File: src/rtl/mau_controller.sv
// Host-side MAU initiator: loads IM/DM/RF while the CPU is held in reset,
// runs the CPU until halt or timeout, and streams read-back words to the host.
module mau_controller #(
    parameter int          RD_LAT     = 1,
    parameter logic [31:0] MAX_CYCLES = 32'h00FF_FFFF
) (
    input  logic        clk,
    input  logic        rst_n,
    input  logic        cmd_valid,
    output logic        cmd_ready,
    input  logic [31:0] cmd_data,
    output logic        rsp_valid,
    input  logic        rsp_ready,
    output logic [31:0] rsp_data,
    output logic [31:0] mau_address_im,
    output logic [31:0] mau_address_dm,
    output logic [31:0] mau_address_rf,
    output logic [31:0] mau_write_data_im,
    output logic [31:0] mau_write_data_dm,
    output logic [31:0] mau_write_data_rf,
    output logic        mau_wren_im,
    output logic        mau_wren_dm,
    output logic        mau_wren_rf,
    input  logic [31:0] mau_read_data_im,
    input  logic [31:0] mau_read_data_dm,
    input  logic [31:0] mau_read_data_rf,
    output logic        alive,
    input  logic        halt
);

    typedef enum logic [2:0] {
        S_IDLE, S_ADDR, S_WR_DATA, S_RD_ISSUE, S_RD_WAIT, S_RD_SEND, S_RUN, S_RSP
    } state_t;

    localparam logic [3:0] OP_WRITE  = 4'd1;
    localparam logic [3:0] OP_READ   = 4'd2;
    localparam logic [3:0] OP_RUN    = 4'd3;
    localparam logic [3:0] OP_STOP   = 4'd4;
    localparam logic [1:0] TGT_IM    = 2'b00;
    localparam logic [1:0] TGT_DM    = 2'b01;
    localparam logic [1:0] TGT_RF    = 2'b10;
    localparam logic [1:0] TGT_BAD   = 2'b11;
    localparam logic [1:0] WAIT_LAST = 2'(RD_LAT - 1);

    state_t      state, state_next;
    logic [3:0]  op;
    logic [1:0]  tgt;
    logic [15:0] count;
    logic [15:0] remaining;
    logic [31:0] addr;
    logic        err;
    logic [27:0] hdr_low;
    logic [1:0]  wait_cnt;
    logic [31:0] cnt;

    logic        cmd_fire, rsp_fire, hdr_err;
    logic [3:0]  hdr_op;
    logic [1:0]  hdr_tgt;
    logic [31:0] rd_sel, err_word, ack_word;

    assign cmd_ready = (state == S_IDLE) || (state == S_ADDR) || (state == S_WR_DATA);
    assign cmd_fire  = cmd_valid && cmd_ready;
    assign rsp_fire  = rsp_valid && rsp_ready;
    assign hdr_op    = cmd_data[31:28];
    assign hdr_tgt   = cmd_data[27:26];
    assign err_word  = {4'hE, hdr_low};
    assign ack_word  = {16'hA000, count};

    // Classify an incoming header as illegal for the current alive state.
    always_comb begin
        // NOTE: every always_comb output gets a default first so no latch is inferred.
        hdr_err = 1'b0;
        case (hdr_op)
            OP_WRITE, OP_READ: hdr_err = alive || (hdr_tgt == TGT_BAD);
            OP_RUN:            hdr_err = alive;
            OP_STOP:           hdr_err = 1'b0;
            default:           hdr_err = 1'b1;
        endcase
    end

    // Select the read port of the latched target.
    always_comb begin
        rd_sel = 32'h0;
        case (tgt)
            TGT_IM:  rd_sel = mau_read_data_im;
            TGT_DM:  rd_sel = mau_read_data_dm;
            TGT_RF:  rd_sel = mau_read_data_rf;
            default: rd_sel = 32'h0;
        endcase
    end

    // State register.
    always_ff @(posedge clk or negedge rst_n) begin
        // NOTE: sequential state uses non-blocking assignment so all flops update together.
        if (!rst_n) state <= S_IDLE;
        else        state <= state_next;
    end

    // Next-state decode.
    always_comb begin
        state_next = state;
        case (state)
            S_IDLE: if (cmd_fire) begin
                case (hdr_op)
                    OP_WRITE, OP_READ: state_next = S_ADDR;
                    OP_RUN:            state_next = hdr_err ? S_RSP : S_RUN;
                    default:           state_next = S_RSP;
                endcase
            end
            S_ADDR: if (cmd_fire) begin
                if (op == OP_WRITE)   state_next = (count == 16'd0) ? S_RSP : S_WR_DATA;
                else if (err)         state_next = S_RSP;
                else                  state_next = (count == 16'd0) ? S_IDLE : S_RD_ISSUE;
            end
            S_WR_DATA:  if (cmd_fire && remaining == 16'd1) state_next = S_RSP;
            S_RD_ISSUE: state_next = S_RD_WAIT;
            S_RD_WAIT:  if (wait_cnt == WAIT_LAST) state_next = S_RD_SEND;
            S_RD_SEND:  if (rsp_fire) state_next = (remaining == 16'd1) ? S_IDLE : S_RD_ISSUE;
            S_RUN:      if (halt || cnt == MAX_CYCLES) state_next = S_RSP;
            S_RSP:      if (rsp_fire) state_next = S_IDLE;
            default:    state_next = S_IDLE;
        endcase
    end

    // Datapath: command fields, MAU port registers, run counter and response.
    always_ff @(posedge clk or negedge rst_n) begin
        if (!rst_n) begin
            op <= 4'h0;  tgt <= 2'b00;  count <= 16'h0;  remaining <= 16'h0;
            addr <= 32'h0;  err <= 1'b0;  hdr_low <= 28'h0;  wait_cnt <= 2'd0;
            cnt <= 32'h0;  alive <= 1'b0;  rsp_valid <= 1'b0;  rsp_data <= 32'h0;
            mau_address_im <= 32'h0;  mau_address_dm <= 32'h0;  mau_address_rf <= 32'h0;
            mau_write_data_im <= 32'h0;  mau_write_data_dm <= 32'h0;  mau_write_data_rf <= 32'h0;
            mau_wren_im <= 1'b0;  mau_wren_dm <= 1'b0;  mau_wren_rf <= 1'b0;
        end else begin
            mau_wren_im <= 1'b0;
            mau_wren_dm <= 1'b0;
            mau_wren_rf <= 1'b0;
            if (alive) cnt <= cnt + 32'd1;
            case (state)
                S_IDLE: if (cmd_fire) begin
                    op        <= hdr_op;
                    tgt       <= hdr_tgt;
                    count     <= cmd_data[15:0];
                    remaining <= cmd_data[15:0];
                    err       <= hdr_err;
                    hdr_low   <= cmd_data[27:0];
                    if (hdr_op == OP_STOP) begin
                        alive     <= 1'b0;
                        rsp_valid <= 1'b1;
                        rsp_data  <= 32'hA000_0000;
                    end else if (hdr_op == OP_RUN && !hdr_err) begin
                        alive <= 1'b1;
                        cnt   <= 32'h0;
                    end else if (hdr_op != OP_WRITE && hdr_op != OP_READ) begin
                        rsp_valid <= 1'b1;
                        rsp_data  <= {4'hE, cmd_data[27:0]};
                    end
                end
                S_ADDR: if (cmd_fire) begin
                    addr <= cmd_data;
                    if (op == OP_WRITE && count == 16'd0) begin
                        rsp_valid <= 1'b1;
                        rsp_data  <= err ? err_word : ack_word;
                    end else if (op == OP_READ && err) begin
                        rsp_valid <= 1'b1;
                        rsp_data  <= err_word;
                    end
                end
                S_WR_DATA: if (cmd_fire) begin
                    if (!err) begin
                        case (tgt)
                            TGT_IM: begin mau_address_im <= addr; mau_write_data_im <= cmd_data; mau_wren_im <= 1'b1; end
                            TGT_DM: begin mau_address_dm <= addr; mau_write_data_dm <= cmd_data; mau_wren_dm <= 1'b1; end
                            TGT_RF: begin mau_address_rf <= addr; mau_write_data_rf <= cmd_data; mau_wren_rf <= 1'b1; end
                            default: ;
                        endcase
                    end
                    addr      <= addr + 32'd4;
                    remaining <= remaining - 16'd1;
                    if (remaining == 16'd1) begin
                        rsp_valid <= 1'b1;
                        rsp_data  <= err ? err_word : ack_word;
                    end
                end
                S_RD_ISSUE: begin
                    case (tgt)
                        TGT_IM:  mau_address_im <= addr;
                        TGT_DM:  mau_address_dm <= addr;
                        TGT_RF:  mau_address_rf <= addr;
                        default: ;
                    endcase
                    wait_cnt <= 2'd0;
                end
                S_RD_WAIT: begin
                    wait_cnt <= wait_cnt + 2'd1;
                    if (wait_cnt == WAIT_LAST) begin
                        rsp_valid <= 1'b1;
                        rsp_data  <= rd_sel;
                    end
                end
                S_RD_SEND: if (rsp_fire) begin
                    rsp_valid <= 1'b0;
                    addr      <= addr + 32'd4;
                    remaining <= remaining - 16'd1;
                end
                S_RUN: begin
                    if (halt) begin
                        rsp_valid <= 1'b1;
                        rsp_data  <= {2'b10, cnt[29:0]};
                    end else if (cnt == MAX_CYCLES) begin
                        alive     <= 1'b0;
                        rsp_valid <= 1'b1;
                        rsp_data  <= {2'b01, cnt[29:0]};
                    end
                end
                S_RSP: if (rsp_fire) rsp_valid <= 1'b0;
                default: ;
            endcase
        end
    end

endmodule
File: config.mk
export PLATFORM = sky130hd
export DESIGN_NAME = mau_controller
export DESIGN_NICKNAME = d
export VERILOG_FILES = /design/src/rtl/mau_controller.sv
export SDC_FILE = /design/constraint.sdc
export NUM_CORES = 1
export LEC_CHECK = 0
export CAP_MARGIN = 20
export CELL_PAD_IN_SITES_DETAIL_PLACEMENT = 1
export CELL_PAD_IN_SITES_GLOBAL_PLACEMENT = 2
export CORE_MARGIN = 4
export CORE_UTILIZATION = 33
export DETAILED_ROUTE_END_ITERATION = 10
export GPL_TIMING_DRIVEN = 0
export PLACE_DENSITY = 0.92
export RECOVER_POWER = 25
export SLEW_MARGIN = 20
export SYNTH_ARGS = -nofsm -noshare
export SYNTH_HDL_FRONTEND = slang
export SYNTH_SLANG_ARGS = --single-unit
File: constraint.sdc
create_clock -name clk -period 2.85 [get_ports clk]
set_clock_uncertainty 0.2 [all_clocks]
set_input_delay 0.4275 -clock clk [delete_from_list [all_inputs] [get_ports clk]]
set_output_delay 0.4275 -clock clk [all_outputs]
set_load 0.01 [all_outputs]
=== After elaboration in Yosys (flattened, before gate mapping) ===
Index checks and enable logic that the tools add are counted.

* Eq/ne operators: 38
* Multiplexer cells: 89
* Reductions and logical operators: 36
* Bitwise gates (word level): 1
* Add/sub/neg operators: 4

{| class="wikitable"
|+ Operators by type and width
! cell !! number
|-
| 32-bit two-way mux || 29
|-
| 32-bit one-hot mux with 2 select lines || 3
|-
| 32-bit one-hot mux with 3 select lines || 2
|-
| 32-bit one-hot mux with 5 select lines || 1
|-
| 16-bit two-way mux || 3
|-
| 16-bit one-hot mux with 3 select lines || 1
|-
| 32-bit by 1-bit adder with 32-bit output, second input constant || 1
|-
| 32-bit by 3-bit adder with 32-bit output, second input constant || 1
|-
| 32-bit by 24-bit equality test with 1-bit output, second input constant || 1
|-
| 1-bit two-way mux || 31
|-
| 31-bit two-way mux || 1
|-
| 3-bit two-way mux || 10
|-
| 3-bit one-hot mux with 8 select lines || 1
|-
| 2-bit != test, second input constant || 10
|-
| 4-bit AND reduction || 5
|-
| 16-bit by 1-bit equality test with 1-bit output, second input constant || 1
|-
| 16-bit logical NOT || 1
|-
| 16-bit by 1-bit subtractor with 16-bit output, second input constant || 1
|-
| 3-bit equality test, second input constant || 4
|-
| 4-bit by 2-bit equality test with 1-bit output, second input constant || 3
|-
| 11-bit AND reduction || 1
|-
| 10-bit AND reduction || 1
|-
| 3-bit by 1-bit != test with 1-bit output, second input constant || 3
|-
| 4-bit by 1-bit equality test with 1-bit output, second input constant || 2
|-
| 31 further kinds || 51
|}

* Bits of input ports: 133
* Word-level logic and storage cells: 190
* Register bits after elaboration: 365

=== Longest topological paths before layout ===
Gate-level depths: netlist of run 1.

* Depth after elaboration: 9
* Mapped depth: 9

=== Worst setup path after synthesis of run 1 ===
Ideal clock, no wire load.

* Kind: register -> register
* From: register remaining[6]
* To: register rsp_data[0]
* Path buffers: 1
* Setup slack: 0.264 ns
* Library setup time: 0.125 ns
* Data required time: 2.525 ns
* Arrival: 2.261 ns
* Stages on the path, launching flop included: 8
* Cell sequence: dfrtp_1 -> or3_1 -> nor4_1 -> and3_1 -> o221ai_2 -> nor2_8 -> buf_12 -> mux2_4

* Word-level cells in the longest chain between the ends: 3

{| class="wikitable"
|+ Ends and longest elaborated chain
! element !! RTL line !! source
|-
| start: declaration || 49 || <nowiki>logic [15:0] remaining;</nowiki>
|-
| start signal: assignment || 144 || <nowiki>remaining <= cmd_data[15:0];</nowiki>
|-
| start signal: assignment || 179 || <nowiki>remaining <= remaining - 16'd1;</nowiki>
|-
| start signal: assignment || 204 || <nowiki>remaining <= remaining - 16'd1;</nowiki>
|-
| 16-bit by 1-bit equality test with 1-bit output || 180 || <nowiki>if (remaining == 16'd1) begin</nowiki>
|-
| 2-bit by 1-bit != test with 1-bit output (no source line) || -- ||
|-
| 10-bit AND reduction (no source line) || -- ||
|-
| end signal: assignment || 182 || <nowiki>rsp_data <= err ? err_word : ack_word;</nowiki>
|-
| end signal: assignment || 198 || <nowiki>rsp_data <= rd_sel;</nowiki>
|-
| end signal: assignment || 209 || <nowiki>rsp_data <= {2'b10, cnt[29:0]};</nowiki>
|-
| end: declaration || 14 || <nowiki>output logic [31:0] rsp_data,</nowiki>
|}

Every way passes these cells.
A chain may end at the register's enable or synchronous reset.

=== Final worst setup path of run 1 ===
* From: register count[3]
* To: register rsp_data[25]

* Word-level cells in the longest chain between the ends: 5

{| class="wikitable"
|+ Ends and longest elaborated chain
! element !! RTL line !! source
|-
| start: declaration || 48 || <nowiki>logic [15:0] count;</nowiki>
|-
| start signal: assignment || 143 || <nowiki>count <= cmd_data[15:0];</nowiki>
|-
| 16-bit logical NOT * || 161 || <nowiki>if (op == OP_WRITE && count == 16'd0) begin</nowiki>
|-
| 1-bit logical AND * || 161 ||
|-
| 32-bit two-way mux || 161 ||
|-
| 32-bit two-way mux || 159 || <nowiki>S_ADDR: if (cmd_fire) begin</nowiki>
|-
| 32-bit one-hot mux with 5 select lines || 139 || <nowiki>case (state)</nowiki>
|-
| end signal: assignment || 156 || <nowiki>rsp_data <= {4'hE, cmd_data[27:0]};</nowiki>
|-
| end signal: assignment || 163 || <nowiki>rsp_data <= err ? err_word : ack_word;</nowiki>
|-
| end signal: assignment || 166 || <nowiki>rsp_data <= err_word;</nowiki>
|}

Mark *: on every way between the ends. The rest lies on a longest branch, timed or not. The select of a mux whose other input is x is not followed.

==> results.sh, run 1 <==
export IMPL_io_pins=363
export IMPL_clock_latency_ns=0.56
export IMPL_synth_area_leader_cell="dfrtp_1"
export IMPL_worstPathMaxFanout=10
export IMPL_io_buffers=360
export IMPL_dr_pass1_iters=5
export IMPL_synth_edf_count=0
export IMPL_synth_cell_types=68
export IMPL_required_ns=3.09
export IMPL_met3_usage=0.0588
export IMPL_nNetsFinal=1993
export IMPL_fin_cells=2551
export IMPL_syn_num_nets=1577
export IMPL_core_area_um2=49200
export IMPL_hp_class="reg2reg"
export IMPL_grt_usage=0.226
export IMPL_synthCells=1439
export IMPL_num_rows=81
export IMPL_crit_type="reg2reg"
export IMPL_period_needed_ns=2.76
export IMPL_synth_top_area_share=0.527
export IMPL_top_usage_layer="met2"
export IMPL_ys_ff_latch=347
export IMPL_timing_final_crit_share=0.968
export IMPL_setup_viol=0
export IMPL_tightest_slew_ns=1.35
export IMPL_htree_levels=2
export IMPL_fp_dieH_um=231
export IMPL_cts_sinks=347
export IMPL_grt_pass1_vias=14800
export IMPL_dpl_cell_area_um2=21000
export IMPL_gp_congestion=0.865
export IMPL_max_cap_violations=0
export IMPL_slowest_delay_ns=0.43
export IMPL_arrival_ns=3.00
export IMPL_antenna_found_initial=0
export IMPL_synth_area_um2=16500
export IMPL_synth_xor_area_share=0.0170
export IMPL_fin_area_um2=22700
export IMPL_synth_warnings=0
export IMPL_gr_usage_met1=0.276
export IMPL_cp_slowest_cell="dfrtp_1"
export IMPL_drive_above_1_share=0.222
export IMPL_via_per_inst=5.37
export IMPL_cts_buffers=40
export IMPL_start_kind="flop"
export IMPL_die_area_um2=53500
export IMPL_crit_chain="nor4_1, nand4_1, buf_4, nor3_1, nor3_2, clkbuf_1, a221o_1, mux2_4"
export IMPL_synth_top_family_by_area="multiplexers"
export IMPL_place_inst=2467
export IMPL_post_route_drc_count=0
export IMPL_synth_compound_area_frac=0.120
export IMPL_synthMuxAreaShare=0.205
export IMPL_clock_fmax_mhz=362
export IMPL_grt_start_max_net_pins=90
export IMPL_wl_um=61900
export IMPL_synthSimpleGateAreaFrac=0.0982
export IMPL_start_util=0.335
export IMPL_synthFlopType="dfrtp_1"
export IMPL_grt_pass1_wl_um=93500
export IMPL_die_width_um=231
export IMPL_cts_tree="done"
export IMPL_ant_nets=0
export IMPL_wl_per_cell_um=24.3
export IMPL_clk_pin_slew_ns=0.06
export IMPL_relSlewSlack=0.0997
export IMPL_yosys_area_share_adder=0.00380
export IMPL_endpoint_kind="flop"
export IMPL_finalHoldViolations=0
export IMPL_syn_to_final_growth_pct=37.6
export IMPL_avgSynthCellArea_um2=11.4
export IMPL_n_antenna_cell=0
export IMPL_overflow=0
export IMPL_report_final_slew_viol_count=0
export IMPL_ys_seq_area_frac=0.527
export IMPL_use_met2=0.389
export IMPL_power_leakage_nw=9.44
export IMPL_synthTopCellsByArea="dfrtp_1, mux2_2, o21ai_0"
export IMPL_cts_buffer_depth=3
export IMPL_powerDensity_nw_per_um2=1240
export IMPL_routed_via_count=13700
export IMPL_status="completed"
export IMPL_cts_root_buf="clkbuf_16"
export IMPL_place_hpwl_um=45900
export IMPL_detail_route_iter0_violations=850
export IMPL_ir_drop_uv=625
export IMPL_synthArstFlopShare=1.00
state kept, by name, summed over array words and instances (netlist names), 15 cells and up:
signal / cells
mau_address_dm: 32
cnt: 32
mau_write_data_im: 32
addr: 32
count: 15
mau_address_im: 32
mau_write_data_rf: 32
mau_address_rf: 32
mau_write_data_dm: 32
remaining: 16
rsp_data: 32
placed cells by master (no fill, tap or decap), drive strengths merged, types with 4 or more instances in the layout:
cell type,netlist,final
and4,4,4
clkinv,0,8
ha,5,5
o22a,10,10
nor4,12,12
clkdlybuf4s50,0,358
nor3,20,20
nand2,99,99
buf,19,35
mux2,260,260
nand2b,6,6
a31oi,11,11
and2,5,5
nand3,23,23
nor2b,7,7
o22ai,17,17
a21oi,78,78
mux2i,33,33
or2,4,4
a2bb2oi,9,9
o21ai,101,101
nand4,18,18
inv,21,22
nor2,106,106
dfrtp,347,347
or3,5,5
xnor2,20,20
xor2,12,12
and3,15,15
o31a,4,4
a22oi,35,35
clkbuf,73,129
a221o,12,12
Yosys cell counts (20+ instances only):
library cell,instances
a21oi_1,78
a22oi_1,35
clkbuf_1,73
dfrtp_1,347
inv_1,21
mux2_2,230
mux2_4,30
mux2i_1,33
nand2_1,99
nand3_1,22
nor2_1,105
nor3_1,20
o21ai_0,99
xnor2_1,20
timing repair:
item | 4_1_cts | 5_1_grt
resized for setup | 42 | 30
setup buffers | 7 | 6
gates cloned | 0 | 0
hold endpoints to repair | 104 | 0
hold buffers | 1 | 0
endpoints found under the setup margin | 285 | 105
pin swaps | 3 | 5
report_power, final:
group / switching, mW / total [mW] / internal, mW
Combinational: 6.63 / 13.4 / 6.79
Sequential: 2.02 / 9.27 / 7.25
Clock: 2.16 / 5.42 / 3.27
Total: 10.8 / 28.1 / 17.3
area by class of cell:
class,instances,area (µm²)
Fill cell,5261,26500
Timing Repair Buffer,378,3800
Inverter,21,78.8
Clock inverter,14,169
Tap cell,664,831
Clock buffer,60,1230
Sequential cell,347,8690
Buffer,88,450
Multi-Input combinational cell,979,7420
logic make-up after synthesis:
family | Yosys count
simple gates | 337
compound gates | 312
flops | 347
mux | 293
xor+xnor | 32
buf+inv | 113
fa+ha+maj | 5
per-layer routing:
layer | part of all wire | wire length [µm]
met1 | 0.40 | 24500
met2 | 0.50 | 30800
met3 | 0.071 | 4410
met4 | 0.035 | 2180
met5 | 0 | 0
critical path: cells and delay by family, from the launching register on:
family	cells	cell delay, ns
DFF	1	0.43
AOI/OAI and AO/OA	1	0.36
buffers and inverters	2	0.47
muxes	1	0.26
and+or+nand+nor	4	0.92
worst paths after layout:
kind / from / endpoint / slack, ns / depth (start not counted)
min reg2reg: mau_write_data_dm[0] / mau_write_data_dm[0] / 0.30 / 1
max: count[3] / rsp_data[25] / 0.09 / 8
min: mau_write_data_dm[0] / mau_write_data_dm[0] / 0.30 / 1
min in group asynchronous: rst_n / mau_address_rf[13] / 0.51 / 2
max reg2reg: count[3] / rsp_data[25] / 0.09 / 8
max in group asynchronous: rst_n / cnt[13] / 0.37 / 3
per-stage QoR:
stage	setup TNS (ns)	total power, mW	setup WS, ns	util	hold WS (ns)
4_1_cts	0	28.2	0.0118	0.459	0.148
6_report	0	28.1	0.0905	0.461	0.303
2_1_floorplan	0	16.0	0.264	-	-0.0681
3_3_place_gp	-4972.07	21.9	-14.05	0.425	0.263
5_1_grt	-0.932	29.8	-0.111	0.461	0.312
3_5_place_dp	-119.39	22.5	-1.09	0.428	0.172
Power figures use the tool's default switching activity.
==> run 2: changes to the inputs <==
- GPL_TIMING_DRIVEN: 0 -> 1
- SLEW_MARGIN: 20 -> default
- TNS_END_PERCENT: default -> 20
==> results.sh, run 2 (synthesized netlist as in run 1, its figures left out) <==
export IMPL_status="finished with violations"
export IMPL_failed_checks="capacitance limit, slew limit"
export IMPL_die_area_um2=53500
export IMPL_setup_viol=0
export IMPL_required_ns=3.09
export IMPL_cts_root_buf="clkbuf_16"
export IMPL_min_from="mau_address_im[29]"
export IMPL_io_pins=363
export IMPL_core_area_um2=49200
export IMPL_drive_above_1_share=0.235
export IMPL_clock_latency_ns=0.57
export IMPL_internal_power_mw=17.3
export IMPL_ir_drop_uv=594
export IMPL_timing_final_crit_share=0.950
export IMPL_routed_via_count=13400
export IMPL_via_per_inst=5.31
export IMPL_cts_tree="done"
export IMPL_slowest_delay_ns=0.62
export IMPL_crit_chain="nand4_1, or4_4, o31ai_4, o221ai_2, nor2_8, buf_12, mux2_4"
export IMPL_post_cts_buffers=0
export IMPL_gp_congestion=0.843
export IMPL_seq_power_share=0.329
export IMPL_mostFrequentLayoutCells="clkdlybuf4s50_1, dfrtp_1, mux2_2"
export IMPL_fin_cells=2534
export IMPL_path_buf_inv=1
export IMPL_rsz0062_at_grt="false"
export IMPL_combPwrFrac=0.482
export IMPL_num_rows=81
export IMPL_timing_rr_end="rsp_data[19]"
export IMPL_powerDensity_nw_per_um2=1220
export IMPL_wl_per_cell_um=23.6
export IMPL_crit_family="simple AND/OR/NAND/NOR gates"
export IMPL_grt_start_max_net_pins=78
export IMPL_fp_dieH_um=231
export IMPL_die_width_um=231
export IMPL_layout_cells_most_common="clkdlybuf4s50_1"
export IMPL_nNetsFinal=1981
export IMPL_ant_nets=0
export IMPL_antenna_found_initial=1
export IMPL_grt_usage=0.217
export IMPL_wl_um=59800
export IMPL_start_kind="flop"
export IMPL_arrival_ns=2.95
export IMPL_report_final_slew_viol_count=52
export IMPL_grt_pass1_wl_um=91300
export IMPL_max_cap_violations=1
export IMPL_reg2regPathDepth=7
export IMPL_start_util=0.335
export IMPL_overflow=0
export IMPL_place_inst=2461
export IMPL_cp_slowest_cell="or4_4"
export IMPL_worstReg2RegStart="cnt[15]"
export IMPL_crit_type="reg2reg"
export IMPL_worstHoldPathCells=2
export IMPL_endpoint_kind="flop"
export IMPL_cp_depth=7
export IMPL_clock_fmax_mhz=369
export IMPL_clk_pin_slew_ns=0.06
export IMPL_io_buffers=362
export IMPL_dr_pass1_iters=4
export IMPL_hp_class="reg2reg"
export IMPL_period_needed_ns=2.71
export IMPL_cts_buffer_depth=3
export IMPL_cts_sinks=347
export IMPL_finalHoldViolations=0
export IMPL_post_route_drc_count=0
export IMPL_relSlewSlack=-0.201
export IMPL_syn_to_final_growth_pct=38.4
export IMPL_p_sw_frac=0.378
export IMPL_grt_pass1_vias=14800
export IMPL_power_frac_clock=0.189
export IMPL_tightest_slew_ns=1.80
export IMPL_reg2reg_slack_ns=0.14
export IMPL_place_hpwl_um=43000
export IMPL_cts_buffers=42
export IMPL_n_antenna_cell=0
export IMPL_fin_util=0.464
export IMPL_detail_route_iter0_violations=684
export IMPL_whs_endpoint="mau_address_im[29]"
export IMPL_finalPower_mw=27.8
export IMPL_worstPathMaxFanout=22
export IMPL_power_leakage_nw=9.55
export IMPL_setup_tns_ns=0
export IMPL_htree_levels=2
export IMPL_power_switching_mw=10.5
==> run 2: worst max path at each step <==
| stage | from | to | slack (ns) |
|---|---|---|---|
| after floorplan | remaining[6] | rsp_data[0] | 0.26 |
| after global placement | cmd_data[30] | rsp_data[4] | 0.03 |
| after detailed placement | cmd_data[30] | rsp_data[9] | -0.08 |
| after CTS | cnt[13] | rsp_data[19] | 0.15 |
| after global routing | remaining[0] | remaining[10] | 0.04 |
| final | cnt[15] | rsp_data[19] | 0.14 |
==> run 2: area by class of cell <==
class | instances | area, µm²
fillers | 5234 | 26400
flip-flops and latches | 347 | 8680
multi-input cells | 979 | 7340
repair buffers | 452 | 4520
clock buffers | 56 | 1170
well taps | 664 | 831
clock inverters | 15 | 154
inverters | 21 | 78.8
==> run 2: what timing repair did <==
item	in CTS	in global routing
hold buffers	1	0
gates resized for setup	0	0
endpoints found under the hold margin	49	0
==> run 2: tightest hold or removal path, stage by stage (launching register included) <==
cell and delay (ns):
dfrtp_1 0.34, nand2_1 0.05, o21ai_0 0.06
==> run 2: through the flow <==
stage | instance area (µm²) | setup WS, ns | hold slack, ns
6_report | 22800 | 0.142 | 0.281
5_1_grt | 22800 | 0.0437 | 0.308
4_1_cts | 22800 | 0.148 | 0.216
3_5_place_dp | 21500 | -0.0825 | 0.238
3_3_place_gp | 21500 | 0.0311 | 0.235
2_1_floorplan | 16500 | 0.264 | -0.0681
==> run 2: layer usage <==
metal | global-route usage | vias to the layer above | part of all wire
met4 | 0.0590 | 2 | 0.023
li1 | - | 6029 | -
met5 | 0 | - | 0.00018
met3 | 0.0530 | 91 | 0.064
met1 | 0.272 | 6986 | 0.41
met2 | 0.375 | 337 | 0.50
==> run 2: power by group through the flow <==
stage	clock (mW)	sequential, mW	combinational [mW]
2_1_floorplan	0	9.35	6.67
4_1_cts	5.39	9.15	13.5
3_3_place_gp	0	9.00	12.9
6_report	5.26	9.16	13.4
3_5_place_dp	0	9.19	13.4
5_1_grt	5.60	9.46	14.4
==> run 3: changes to the inputs <==
- CTS_CLUSTER_SIZE: default -> 20
==> results of run 3 <==
Final layout, timing and power as in run 2 (identical DEF).
